$ cat src/rtl/usrt_bus_pkg.sv
// Shared definitions for the USRT peripheral bus: requester state encoding
// and default bus widths used by the requester and the bridge enable logic.
package usrt_bus_pkg;

  localparam int unsigned USRT_ADDR_W = 33;
  localparam int unsigned USRT_DATA_W = 8;

  typedef enum logic [1:0] {
    IDLE   = 2'd0,
    SETUP  = 2'd1,
    ACCESS = 2'd2
  } apb_state_t;

  // Width of a counter that must reach 'timeout'; never narrower than 1 bit.
  function automatic int unsigned wait_cnt_width(input int unsigned timeout);
    return (timeout == 0) ? 1 : $clog2(timeout + 1);
  endfunction

endpackage

$ cat src/rtl/apb_wait_timer.sv
// Saturating ACCESS-phase wait-state counter. Flags expiry when the count
// reaches TIMEOUT; a TIMEOUT of 0 never expires.
module apb_wait_timer
  import usrt_bus_pkg::*;
#(
  parameter int unsigned TIMEOUT = 16
) (
  input  logic i_clk,
  input  logic i_reset,
  input  logic i_clear,
  input  logic i_count_en,
  output logic o_expired
);

  localparam int unsigned     CNT_W     = wait_cnt_width(TIMEOUT);
  localparam logic [CNT_W-1:0] CNT_MAX   = '1;
  localparam logic [CNT_W-1:0] CNT_LIMIT = CNT_W'(TIMEOUT);

  logic [CNT_W-1:0] r_count;

  // Count wait states; clear on entry to ACCESS and hold at the top value.
  always_ff @(posedge i_clk) begin
    if (i_reset || i_clear) begin
      r_count <= '0;
    end else if (i_count_en && (r_count != CNT_MAX)) begin
      r_count <= r_count + CNT_W'(1);
    end
  end

  assign o_expired = (TIMEOUT != 0) && (r_count == CNT_LIMIT);

endmodule

$ cat src/rtl/apb_requester.sv
// APB-style requester for the USRT peripheral bus. Runs one SETUP/ACCESS
// transfer per accepted command and reports read data or a timeout on a
// one-cycle response strobe. All outputs are registered.
module apb_requester
  import usrt_bus_pkg::*;
#(
  parameter int unsigned ADDR_W  = USRT_ADDR_W,
  parameter int unsigned DATA_W  = USRT_DATA_W,
  parameter int unsigned TIMEOUT = 16
) (
  input  logic              pClk,
  input  logic              pReset,
  input  logic              cmd_valid,
  output logic              cmd_ready,
  input  logic              cmd_write,
  input  logic [ADDR_W-1:0] cmd_addr,
  input  logic [DATA_W-1:0] cmd_wdata,
  output logic              rsp_valid,
  output logic [DATA_W-1:0] rsp_rdata,
  output logic              rsp_timeout,
  output logic [ADDR_W-1:0] pAddress,
  output logic [DATA_W-1:0] pWData,
  output logic              pWrite,
  output logic              pSelect,
  output logic              pEnable,
  input  logic [DATA_W-1:0] pRData,
  input  logic              pReady
);

  apb_state_t        r_state;
  logic              r_cmd_ready;
  logic              r_rsp_valid;
  logic [DATA_W-1:0] r_rsp_rdata;
  logic              r_rsp_timeout;
  logic [ADDR_W-1:0] r_paddr;
  logic [DATA_W-1:0] r_pwdata;
  logic              r_pwrite;
  logic              r_psel;
  logic              r_penable;

  logic w_timer_clear;
  logic w_timer_count;
  logic w_expired;

  assign w_timer_clear = (r_state == SETUP);
  assign w_timer_count = (r_state == ACCESS) && !pReady;

  apb_wait_timer #(
    .TIMEOUT(TIMEOUT)
  ) u_wait_timer (
    .i_clk      (pClk),
    .i_reset    (pReset),
    .i_clear    (w_timer_clear),
    .i_count_en (w_timer_count),
    .o_expired  (w_expired)
  );

  // Transfer FSM; the bus address/data registers double as the command latch.
  always_ff @(posedge pClk) begin
    if (pReset) begin
      r_state       <= IDLE;
      r_cmd_ready   <= 1'b1;
      r_rsp_valid   <= 1'b0;
      r_rsp_rdata   <= '0;
      r_rsp_timeout <= 1'b0;
      r_paddr       <= '0;
      r_pwdata      <= '0;
      r_pwrite      <= 1'b0;
      r_psel        <= 1'b0;
      r_penable     <= 1'b0;
    end else begin
      r_rsp_valid <= 1'b0;
      case (r_state)
        IDLE: begin
          if (cmd_valid && r_cmd_ready) begin
            r_state     <= SETUP;
            r_cmd_ready <= 1'b0;
            r_paddr     <= cmd_addr;
            r_pwrite    <= cmd_write;
            r_pwdata    <= cmd_write ? cmd_wdata : '0;
            r_psel      <= 1'b1;
            r_penable   <= 1'b0;
          end
        end
        SETUP: begin
          r_state   <= ACCESS;
          r_penable <= 1'b1;
        end
        ACCESS: begin
          // pReady takes priority over a timeout firing in the same cycle.
          if (pReady || w_expired) begin
            r_state       <= IDLE;
            r_cmd_ready   <= 1'b1;
            r_rsp_valid   <= 1'b1;
            r_rsp_timeout <= !pReady;
            r_rsp_rdata   <= (pReady && !r_pwrite) ? pRData : '0;
            r_paddr       <= '0;
            r_pwdata      <= '0;
            r_pwrite      <= 1'b0;
            r_psel        <= 1'b0;
            r_penable     <= 1'b0;
          end
        end
        default: begin
          r_state     <= IDLE;
          r_cmd_ready <= 1'b1;
          r_psel      <= 1'b0;
          r_penable   <= 1'b0;
        end
      endcase
    end
  end

  assign cmd_ready   = r_cmd_ready;
  assign rsp_valid   = r_rsp_valid;
  assign rsp_rdata   = r_rsp_rdata;
  assign rsp_timeout = r_rsp_timeout;
  assign pAddress    = r_paddr;
  assign pWData      = r_pwdata;
  assign pWrite      = r_pwrite;
  assign pSelect     = r_psel;
  assign pEnable     = r_penable;

endmodule

$ cat config.mk
export PLATFORM = sky130hd
export DESIGN_NAME = apb_requester
export DESIGN_NICKNAME = d
export VERILOG_FILES = /design/src/rtl/usrt_bus_pkg.sv /design/src/rtl/apb_wait_timer.sv /design/src/rtl/apb_requester.sv
export SDC_FILE = /design/constraint.sdc
export NUM_CORES = 1
export LEC_CHECK = 0
export ABC_CLOCK_PERIOD_IN_PS = 2000
export CAP_MARGIN = 20
export CORE_ASPECT_RATIO = 0.5
export CORE_MARGIN = 8
export CORE_UTILIZATION = 36
export CTS_BUF_LIST = sky130_fd_sc_hd__clkbuf_8 sky130_fd_sc_hd__clkbuf_16
export DETAILED_ROUTE_END_ITERATION = 6
export PLACE_DENSITY_LB_ADDON = 0.08
export SYNTH_ARGS = -nofsm -noshare
export SYNTH_HDL_FRONTEND = slang
export SYNTH_SLANG_ARGS = --single-unit
export TNS_END_PERCENT = 50
$ cat constraint.sdc
create_clock -name pClk -period 2 [get_ports pClk]
set_input_delay 0.4 -clock pClk [delete_from_list [all_inputs] [get_ports pClk]]
set_output_delay 0.4 -clock pClk [all_outputs]
set_load 0.02 [all_outputs]
* Word level (Yosys, flattened, before mapping)
Index checks and enable logic that the tools add are counted.
Word-level totals: flip-flop bits (word level) 62, input bits 54, output and inout port bits 55
Cells by class: add/subtract/negate cells 1, eq/ne operators 6, muxes and demuxes 21, bitwise logic cells 2, reductions and logical operators 15
Operator list (count):
- 33-bit two-way mux | 2
- 33-bit case mux with 2 select lines | 1
- 8-bit two-way mux | 4
- 8-bit case mux with 2 select lines | 1
- 1-bit case mux with 3 select lines | 3
- 1-bit two-way mux | 6
- 2-bit case mux with 3 select lines | 1
- 3-bit AND reduction | 2
- 5-bit by 1-bit adder with 5-bit output (second input constant) | 1
- 5-bit equality test (second input constant) | 1
- 5-bit != test (second input constant) | 1
- 1-bit logical AND | 4
- 2-bit two-way mux | 2
- 2-bit AND reduction | 2
- 2-bit by 1-bit equality test with 1-bit output (second input constant) | 1
- 2-bit equality test (second input constant) | 1
- 1-bit logical NOT | 2
- 2-bit logical NOT | 1
- 1-bit logical OR | 2
- 2-bit by 1-bit != test with 1-bit output (second input constant) | 1
- 2-bit != test (second input constant) | 1
- 1-bit inverter | 2
- 1-bit case mux with 2 select lines | 1
- 2-bit nonzero test | 1
- 2-bit OR reduction | 1

* Longest topological paths before layout
depth in word-level cells 4, depth in mapped cells 7

* Hierarchy
Synthesis repeated with hierarchy kept, for this count alone.
Second synthesis, totals: cell total of the unflattened synthesis 172, area total of the unflattened synthesis 2090.8 µm²
Modules (own cells, without submodules):
- apb_requester | times used 1, cells an instance 142, area an instance 1821.7 µm²
- apb_wait_timer | times used 1, cells an instance 30, area an instance 269.0 µm²

* Worst setup path after synthesis
Ideal clock, no wire load.
path type reg2reg, start register u_wait_timer.r_count[0], end register u_wait_timer.r_count[3], library setup time 0.070 ns, data arrival time 1.907 ns, data required time 1.930 ns, slack 0.023 ns, cell stages (with the launch flop) 8, path buffers 1, clock period less this slack 1.977 ns, cells stage by stage dfxtp_1 > ha_1 > and3_1 > ha_1 > or4b_1 > buf_2 > or3_1 > a21oi_1
On the way: longest elaborated chain between the ends 2, elaborated cells on any way between the ends 3
Ends and longest elaborated chain:
- from (decl) | RTL line apb_wait_timer.sv:19 | logic [CNT_W-1:0] r_count;
- from (signal assigned) | RTL line apb_wait_timer.sv:26 | r_count <= r_count + CNT_W'(1);
- branches (longest 2 deep; another with 5-bit by 1-bit adder with 5-bit output)
Several ways; the timed one is not identified. A chain may end at the register's enable or synchronous reset.

* Final worst setup path
start register u_wait_timer.r_count[0], end register u_wait_timer.r_count[2]
The elaborated chain is that of the path after synthesis.

==> impl_metrics.toml <==
[run_status]
run_status = "finished clean"

[die]
num_rows = 20
die_height_um = 71.6
io-pin-count = 109
die-width_um = 127
core_um2 = 6030
design.die.area_um2 = 9110
initial_utilization_pct = 36.9

[run]
cap_violations = 0

[yosys]
ys.warnings.count = 0
synthCells = 199
post_synth_instance_area_um2 = 2230
synth_fp_nets = 256
avgSynthCellArea_um2 = 11.2
synth_register_bits = 61
synth_cell_types = 34
yosysSeqAreaShare_pct = 54.8

[worst_setup_path]
timing.rr.end = "u_wait_timer.r_count[2]$_SDFFE_PP0P_"
worstPathMaxFanout = 5
r2r_slack_ps = 30
critical_path.endpoint_type = "register"
critical_path.reg2reg.startpoint = "u_wait_timer.r_count[0]$_SDFFE_PP0P_"
type_of_element_launching_the_critical_path = "register"
r2r_cells = 7
timing.critical_path.arrival_ps = 2170
worstSetupPathType = "register to register"
cp.required_ps = 2200

[hold_path]
holdCritStartpoint = "pWData[2]$_SDFFE_PP0P_"
endpoint_with_the_worst_hold_slack = "pWData[2]$_SDFFE_PP0P_"
hold_class = "register to register"
hold_depth = 2

[clocking]
clock-sinks = 61
path_clk_slew_ps = 50
cts.path.max_buffers = 2
cts_tree = "yes"
clock_insertion_delay_worst_skew_ps = 320
clock_tree.htree_level_count = 3
post-cts-setup-buffer-count = 0
clock_tree.root_cell = "clkbuf_16"
cts_buffers = 9

[placement]
routabilityCongestion = 0.736
placed_cell_area_um2 = 3460
placed_cells = 391
dpl.hpwl_um = 4830
buffer_ports.inserted = 108

[global_route]
grt_first_pass_wirelength_um = 10500
grt_antenna_before_repair = 0
grt_pass1_vias = 2026
gr-total-overflow = 0
grt.total_usage_pct = 14.5
grt_start_max_net_pins = 33

[sta]
relSlewSlack_pct = 77.0
report.final.hold_viol_count = 0
setup-violations-final = 0
final.hold.worst_slack_ps = 453
tightestPinTransition_ps = 345
fin_worst_skew_ps = 8.00
clock.fmax_mhz = 508
drv_slew = 0
finalCriticalPeriod_ps = 1970
timing.setup.tns_ps = 0
finalCritPeriodShare_pct = 98.5

[cells_and_area]
layout-drive-gt1-share_pct = 11.3
antenna_cells_inserted = 0
final_common_cell = "clkdlybuf4s50_1"
layout.nets = 371
mostFrequentLayoutCells = "108 x clkdlybuf4s50_1, 59 x dfxtp_1, 41 x a32o_1, 19 x nand2_1, 13 x buf_4"
finalNonFillerCells = 407
area_growth_syn_to_layout_pct = 67.4
final_area_um2 = 3730

[route]
first_iter_violations = 119
drcViolationCount = 0
avgViaCountPerCell = 5.02
vias = 2044
route.final.wire_length_um = 6610
firstDrtPassIters = 4
drt.antenna.violating_nets = 0
route.detailed.wl_per_inst_um = 16.3

[power_and_ir_drop]
power.density_cell_area_nw_per_um2 = 861
cellLeakagePower_nw = 1.40
vdd.ir_drop.worst_uv = 384
registers in the layout, indices dropped and copies added, names as in the netlist:
register,cells
cmd_ready,1
rsp_timeout,1
rsp_valid,1
pWData,8
pEnable,1
r_state,1
pWrite,1
u_wait_timer.r_count,5
pSelect,1
rsp_rdata,8
pAddress,33
kinds of logic (layout without fill, tap and decap cells):
logic type | Yosys count | after routing | share of synthesized area [%]
flops | 61 | 61 | 54.8
compound gates | 56 | 56 | 22.8
simple gates | 44 | 44 | 11.0
buf+inv | 26 | 146 | 5.67
mux | 9 | 9 | 4.05
fa+ha+maj | 3 | 3 | 1.69
worst max-delay path, cell delays in order (launching register included):
cell	delay, ps
dfxtp_2	330
ha_1	200
and3_1	190
ha_1	190
or4b_4	490
buf_4	170
o21ai_0	210
a21oi_2	80
routing by layer:
metal	vias to the layer above	wire [µm]	global-route usage, %
met3	6	479	5.92
met4	0	61	5.10
met5	-	0	0
met1	973	3000	17.0
met2	72	3080	23.5
li1	993	-	-
worst max path at each step:
stage                                         startpoint                                    to  slack, ps  cells past startpoint
detailed placement                             cmd_valid             pAddress[20]$_SDFFE_PP0P_         -6                      5
CTS                 u_wait_timer.r_count[0]$_SDFFE_PP0P_  u_wait_timer.r_count[3]$_SDFFE_PP0P_        0.3                      6
global route        u_wait_timer.r_count[0]$_SDFFE_PP0P_  u_wait_timer.r_count[2]$_SDFFE_PP0P_        -30                      7
floorplan           u_wait_timer.r_count[0]$_SDFFE_PP0P_  u_wait_timer.r_count[3]$_SDFFE_PP0P_         20                      7
finish              u_wait_timer.r_count[0]$_SDFFE_PP0P_  u_wait_timer.r_count[2]$_SDFFE_PP0P_         30                      7
global placement                               cmd_valid             pAddress[20]$_SDFFE_PP0P_         30                      5
synth_stat cells:
cell type / number / share of area (%)
a21o_1: 1 / 0.34
a21oi_1: 7 / 1.6
a221o_1: 1 / 0.45
a221oi_1: 1 / 0.39
a311o_1: 1 / 0.45
a31oi_1: 1 / 0.28
a32o_1: 41 / 18
and2b_1: 1 / 0.34
and3_1: 1 / 0.28
buf_1: 1 / 0.17
buf_2: 8 / 1.8
buf_4: 3 / 1.0
buf_6: 1 / 0.51
clkbuf_1: 6 / 1.0
clkinv_1: 1 / 0.17
dfxtp_1: 61 / 55
ha_1: 3 / 1.7
inv_1: 6 / 1.0
mux2i_1: 9 / 4.0
nand2_1: 19 / 3.2
nand2b_1: 1 / 0.28
nand3_1: 10 / 2.2
nand4bb_1: 1 / 0.51
nor2_1: 2 / 0.34
nor2b_1: 1 / 0.28
nor3b_4: 1 / 0.84
nor4_2: 1 / 0.56
nor4b_1: 1 / 0.39
o21ai_0: 2 / 0.45
o32ai_1: 1 / 0.39
or2b_1: 1 / 0.34
or3_1: 2 / 0.56
or3b_1: 1 / 0.39
or4b_1: 1 / 0.45
power breakdown:
part / internal (mW) / switching (mW) / total [mW]
Clock: 0.816 / 0.491 / 1.31
Combinational: 0.310 / 0.256 / 0.566
Sequential: 1.29 / 0.0459 / 1.34
per-stage QoR:
step                total power [mW]  utilization (%)  setup slack (ps)
global placement                1.92             57.3              34.5
floorplan                       1.62                -              23.1
finish                          3.21             61.8              29.8
global route                    3.35             61.8             -31.9
CTS                             3.26             61.6             0.276
detailed placement              1.93             57.3             -6.35
timing repair:
item,CTS,global route
gates resized for setup,0,5
hold endpoints to repair,0,0
setup endpoints to repair,0,2
hold buffers,0,0
cell type report:
class                           instances  area [µm²]
Sequential cell                        61        1220
Inverter                                7        26.3
Multi-Input combinational cell        112         888
Timing Repair Buffer                  123        1220
Clock buffer                            9         225
Clock inverter                          7        35.0
Tap cell                               88         110
Fill cell                             510        2300
Note: power is estimated with default switching activity, not from simulation.
